--- src/rtl/ram_arbiter.sv ---
`default_nettype none
// ============================================================================
//  Module   : ram_arbiter
//  Purpose  : Shares one asynchronous-read data RAM between the core
//             load/store unit (port 0) and the UART program loader (port 1).
//             Requests are arbitrated in IDLE, issued to the RAM for one
//             cycle, then answered with a one-cycle response pulse.
//  Options  : RAM_ARB_PERF_EN adds per-port grant and wait counters.
//  Revision : 1.0 - initial release
// ============================================================================
module ram_arbiter #(
  parameter int ROUND_ROBIN = 1,
  parameter int ADDR_W      = 10
) (
  input  logic              clk,
  input  logic              rstn,
  input  logic              req0_valid,
  output logic              req0_ready,
  input  logic              req0_we,
  input  logic              req0_byte,
  input  logic [ADDR_W-1:0] req0_addr,
  input  logic [31:0]       req0_wdata,
  input  logic              req1_valid,
  output logic              req1_ready,
  input  logic              req1_we,
  input  logic              req1_byte,
  input  logic [ADDR_W-1:0] req1_addr,
  input  logic [31:0]       req1_wdata,
  output logic              rsp0_valid,
  output logic [31:0]       rsp0_rdata,
  output logic              rsp1_valid,
  output logic [31:0]       rsp1_rdata,
  output logic              ram_we,
  output logic              ram_wordorbyte,
  output logic [ADDR_W-1:0] ram_raddr,
  output logic [ADDR_W-1:0] ram_waddr,
  output logic [31:0]       ram_di,
  input  logic [31:0]       ram_dout
`ifdef RAM_ARB_PERF_EN
  ,
  output logic [31:0]       perf_grant0,
  output logic [31:0]       perf_grant1,
  output logic [31:0]       perf_wait0,
  output logic [31:0]       perf_wait1
`endif
);

  typedef enum logic [1:0] {
    IDLE  = 2'd0,
    ISSUE = 2'd1,
    RESP  = 2'd2
  } state_t;

  state_t              state_q, state_d;
  logic                last_grant_q, last_grant_d;
  logic                owner_q, owner_d;
  logic                we_q, we_d;
  logic                byte_q, byte_d;
  logic [ADDR_W-1:0]   addr_q, addr_d;
  logic [31:0]         wdata_q, wdata_d;
  logic [31:0]         rdata_q, rdata_d;

  logic                sel_any;
  logic                sel_port;
  logic                accept;

  // Pick the candidate port: a lone requester wins, ties go by policy
  always_comb begin
    sel_any  = req0_valid | req1_valid;
    sel_port = 1'b0;
    if (req0_valid && req1_valid) begin
      if (ROUND_ROBIN != 0) begin
        sel_port = ~last_grant_q;
      end else begin
        sel_port = 1'b0;
      end
    end else begin
      sel_port = req1_valid;
    end
  end

  // Only an idle arbiter out of reset offers a handshake, to one port only
  assign accept     = rstn && (state_q == IDLE) && sel_any;
  assign req0_ready = accept && !sel_port;
  assign req1_ready = accept && sel_port;

  // Next-state and latch logic for the IDLE -> ISSUE -> RESP sequence
  always_comb begin
    state_d      = state_q;
    last_grant_d = last_grant_q;
    owner_d      = owner_q;
    we_d         = we_q;
    byte_d       = byte_q;
    addr_d       = addr_q;
    wdata_d      = wdata_q;
    rdata_d      = rdata_q;
    case (state_q)
      IDLE: begin
        if (accept) begin
          owner_d      = sel_port;
          last_grant_d = sel_port;
          we_d         = sel_port ? req1_we    : req0_we;
          byte_d       = sel_port ? req1_byte  : req0_byte;
          addr_d       = sel_port ? req1_addr  : req0_addr;
          wdata_d      = sel_port ? req1_wdata : req0_wdata;
          state_d      = ISSUE;
        end
      end
      ISSUE: begin
        // RAM read data is combinational; capture it while the address is
        // presented. The addressed byte sits in the top lane (big-endian).
        if (we_q) begin
          rdata_d = 32'd0;
        end else if (byte_q) begin
          rdata_d = {24'd0, ram_dout[31:24]};
        end else begin
          rdata_d = ram_dout;
        end
        state_d = RESP;
      end
      RESP: begin
        state_d = IDLE;
      end
      default: begin
        state_d = IDLE;
      end
    endcase
  end

  // State and latched-request registers with synchronous active-low reset
  always_ff @(posedge clk) begin
    if (!rstn) begin
      state_q      <= IDLE;
      last_grant_q <= 1'b1;
      owner_q      <= 1'b0;
      we_q         <= 1'b0;
      byte_q       <= 1'b0;
      addr_q       <= '0;
      wdata_q      <= 32'd0;
      rdata_q      <= 32'd0;
    end else begin
      state_q      <= state_d;
      last_grant_q <= last_grant_d;
      owner_q      <= owner_d;
      we_q         <= we_d;
      byte_q       <= byte_d;
      addr_q       <= addr_d;
      wdata_q      <= wdata_d;
      rdata_q      <= rdata_d;
    end
  end

  // RAM side: write strobe only in ISSUE and never while reset is asserted
  assign ram_we         = rstn && (state_q == ISSUE) && we_q;
  assign ram_wordorbyte = byte_q;
  assign ram_raddr      = addr_q;
  assign ram_waddr      = addr_q;
  assign ram_di         = wdata_q;

  // Response pulse goes to the owner only; data is zero outside the pulse
  assign rsp0_valid = rstn && (state_q == RESP) && !owner_q;
  assign rsp1_valid = rstn && (state_q == RESP) && owner_q;
  assign rsp0_rdata = rsp0_valid ? rdata_q : 32'd0;
  assign rsp1_rdata = rsp1_valid ? rdata_q : 32'd0;

`ifdef RAM_ARB_PERF_EN
  logic [31:0] perf_grant0_q, perf_grant0_d;
  logic [31:0] perf_grant1_q, perf_grant1_d;
  logic [31:0] perf_wait0_q, perf_wait0_d;
  logic [31:0] perf_wait1_q, perf_wait1_d;

  // Grant counts follow handshakes; wait counts follow stalled valids
  always_comb begin
    perf_grant0_d = perf_grant0_q + {31'd0, (req0_valid && req0_ready)};
    perf_grant1_d = perf_grant1_q + {31'd0, (req1_valid && req1_ready)};
    perf_wait0_d  = perf_wait0_q  + {31'd0, (req0_valid && !req0_ready)};
    perf_wait1_d  = perf_wait1_q  + {31'd0, (req1_valid && !req1_ready)};
  end

  // Free-running counters, wrapping modulo 2^32
  always_ff @(posedge clk) begin
    if (!rstn) begin
      perf_grant0_q <= 32'd0;
      perf_grant1_q <= 32'd0;
      perf_wait0_q  <= 32'd0;
      perf_wait1_q  <= 32'd0;
    end else begin
      perf_grant0_q <= perf_grant0_d;
      perf_grant1_q <= perf_grant1_d;
      perf_wait0_q  <= perf_wait0_d;
      perf_wait1_q  <= perf_wait1_d;
    end
  end

  assign perf_grant0 = perf_grant0_q;
  assign perf_grant1 = perf_grant1_q;
  assign perf_wait0  = perf_wait0_q;
  assign perf_wait1  = perf_wait1_q;
`endif

endmodule
`default_nettype wire

--- config.mk ---
export PLATFORM = sky130hd
export DESIGN_NAME = ram_arbiter
export DESIGN_NICKNAME = d
export VERILOG_FILES = /design/src/rtl/ram_arbiter.sv
export SDC_FILE = /design/constraint.sdc
export NUM_CORES = 1
export LEC_CHECK = 0
export ABC_CLOCK_PERIOD_IN_PS = 1900
export BUFFER_PORTS_ARGS = -buffer_cell sky130_fd_sc_hd__buf_4
export CAP_MARGIN = 15
export CORE_UTILIZATION = 44
export CTS_CLUSTER_SIZE = 25
export DETAILED_ROUTE_END_ITERATION = 7
export PLACE_DENSITY = 0.79
export SYNTH_ARGS = -nofsm -noshare
export SYNTH_HDL_FRONTEND = slang
export SYNTH_SLANG_ARGS = --single-unit
--- constraint.sdc ---
create_clock -name clk -period 1.9 [get_ports clk]
set_input_delay 0.38 -clock clk [delete_from_list [all_inputs] [get_ports clk]]
set_output_delay 0.38 -clock clk [all_outputs]
set_load 0.05 [all_outputs]
==> metrics.txt <==
1st-pass router iterations 4; Int Pwr 3.024 mW; hold_buf cts 0; Reg2Reg Depth 6; Syn Area/Cell 8.940 µm²; area delta synth->final 62.79%; post-layout instance area 6825 µm²; CTS sink cnt 80; Layout Utilization 0.7387; Largest stage delay, worst path 340 ps; kind of end point of the critical path output pin; # IOs 246; Rows 35; Cell variety after synth 29; setup ws final -104.3 ps; CP max stage cell dfxtp_2; Gate power share 0.315; Placed Cells 807; Overflow after GRT 0; CTS Buf Count 9; fin crit period 2004 ps; VDD IR max 0.3740 mV; first-pass GRT wire length 20.40 mm; sw frac 0.3560; worst r2r src state_q[0]$_SDFFE_PN0P_; TritonCTS clock tree done; leak pwr 3.012 nW; DP HPWL 9.121 mm; ANT cells 0; CP dominant cell by count buf_6; die area 9923 µm²; Final Cycle Share 1.055; layout cells sized above 1 0.5506; Vias per Instance 5.371; Iter 0 DRT Violations 147; initial antenna violation count 0; post-synthesis cell area 4193 µm²; RSZ-0062 raised after global routing yes; IO buf count 245; Net Sw Power 1.671 mW; Clock Skews 17.03 ps; share of the synthesized area in the top cell type 0.3820; Sum Neg Setup Slack -3397 ps; Tightest Hold Check Type in2reg; worst path cell trace nor4b_4, buf_6, clkbuf_16, and2_1, buf_6; GRT Util Overall 0.2580; Die Wd 99.62 µm; die height 99.62 µm; failing checks setup timing; Power Dens Cells 687.9 nW/µm²; register area 1608 µm²; peak fanout along the critical path 8; fill count 642; Critical Path End rsp0_rdata[4]; status complete, but fails checks; Min-Delay Path Depth 2; Max Slew Vio Count 0; Clk Latency, worst-skew pair 360 ps; YS warnings 0; r2r endpoint ram_di[1]$_SDFFE_PN0P_; Fmax 498.9 MHz; Worst-path clk slew 80 ps; Max Cap Viol 0; WP data required 1520 ps; Final Hold Viols 0; nets@finish 820; Post-Layout Cell Count 830; Placed Area 6073 µm²; Startpoint Class register; reg-to-reg slack, setup 140 ps; Clk pwr share 0.276; Yosys top cell by area dfxtp_1; Setup CP Type reg2out; RePlAce Congestion 0.7794; Worst slew margin 0.3043; Core Box Area 9240 µm²; Clock Root Buffer clkbuf_8; worst setup path startpoint owner_q$_SDFFE_PN0P_; sequential fraction of the synthesis area 0.3820; final setup vio count 64; Max clock buf depth 2; Post-Syn Nets 593; largest net degree at the start of global routing 78; DRC viols 0; dpl ws 103.0 ps; #FFs+latches synth 80; worst slew pin tran 1044 ps; vias in the first global route 4118; Multi-input gate area 2316 µm²; Crit path arrival time 1620 ps; top cells by area, synth dfxtp_1 (38%), a311oi_2 (14%), and2_1 (9.7%); routed len/inst 17.17 µm; Clock H-tree levels 3; Post-DRT Antenna Nets 0; Flop pwr share 0.409; Initial Utilization 0.4538; via count 4458; Mapped Cells 469; WL final 14.25 mm
==> cells in the final DEF (no fill, tap or decap), types with 2 or more instances in the layout <==
cell / count
a311oi_2: 39
nand2_1: 88
nor2_1: 34
dfxtp_1: 77
o21ai_0: 2
buf_4: 192
clkbuf_8: 9
and2_1: 27
a21oi_1: 45
clkinv_2: 2
a311oi_1: 5
a22oi_1: 32
buf_8: 33
buf_12: 6
buf_6: 37
clkbuf_16: 2
and2_4: 26
dfxtp_2: 2
nor4b_4: 2
inv_6: 3
and2_2: 12
mux2_2: 8
==> layout make-up <==
class / count / share of cell area
clock buffer: 9 / 0.01815
multi-input combinational: 332 / 0.3393
sequential: 80 / 0.2356
tap: 129 / 0.02365
clock inverter: 7 / 0.01137
timing repair buffer: 270 / 0.3698
inverter: 3 / 0.002200
==> power groups by stage <==
stage | Sequential, mW | Clock, mW | Combinational, mW
after floorplan | 2.22 | 0 | 0.687
after global placement | 1.94 | 0 | 1.42
after detailed placement | 1.95 | 0 | 1.44
after CTS | 1.91 | 1.31 | 1.45
after global routing | 1.94 | 1.39 | 1.56
final | 1.92 | 1.30 | 1.48
==> state kept, by name, indices dropped and copies added, names as in the netlist <==
signal and count:
ram_raddr 10, state_q 2, ram_di 32, last_grant_q 1
rdata_q 32, we_q 1, ram_wordorbyte 1, owner_q 1
==> Yosys cell counts, drive strengths merged <==
cell	instances
inv	3
or3b	1
a21boi	1
or2	1
a311oi	44
nand2b	1
clkbuf	11
a21oi	45
o21ai	2
nor4b	2
nand2	89
mux2	8
and2	65
nand3	2
a22oi	32
nor3b	2
nor2	35
a21bo	1
dfxtp	80
and4b	1
buf	43
==> critical path, delay by kind of cell (launching register included) <==
kind	cells	cell delay, ps
buffers and inverters	3	490
AND/OR/NAND/NOR	2	440
flip-flops	1	340
==> per-stage QoR <==
step           power [mW]  hold slack (ps)
2_1_floorplan       2.908            451.8
3_3_place_gp        3.357            495.8
3_5_place_dp        3.386            512.8
4_1_cts             4.672            231.2
5_1_grt             4.889            245.6
6_report            4.695            250.1
==> cells by family after synthesis <==
family | count (synthesis) | synth area share
and+or+nand+nor | 199 | 0.2369
AOI/OAI and AO/OA | 125 | 0.2704
DFF | 80 | 0.3820
muxes | 8 | 0.02149
buffers and inverters | 57 | 0.08922
==> metal layers <==
metal,vias to the layer above,part of all wire,wire length [µm],track usage
met5,-,0,0,0
met4,0,0.023,329,0.09163
met3,27,0.074,1060,0.06254
met2,226,0.52,7427,0.4701
met1,2123,0.38,5432,0.2920
li1,2082,-,-,-
==> worst min path at each step <==
stage                                        start                         to  slack [ps]
after floorplan                               rstn  last_grant_q$_SDFFE_PN1P_         450
after global placement    rdata_q[17]$_SDFFE_PN0N_   rdata_q[17]$_SDFFE_PN0N_         500
after detailed placement  rdata_q[10]$_SDFFE_PN0N_   rdata_q[10]$_SDFFE_PN0N_         510
after CTS                                     rstn  last_grant_q$_SDFFE_PN1P_         230
after global routing                  ram_dout[13]   rdata_q[13]$_SDFFE_PN0N_         250
final                                         rstn  last_grant_q$_SDFFE_PN1P_         250
==> timing repair <==
action / 4_1_cts / 5_1_grt
pin swaps: 2 / 11
gates resized for setup: 73 / 62
setup buffers: 1 / 3
endpoints found under the setup margin: 69 / 68
endpoints found under the hold margin: 0 / 0
cloned: 0 / 3
No activity file was read; power rests on OpenSTA's default activity.
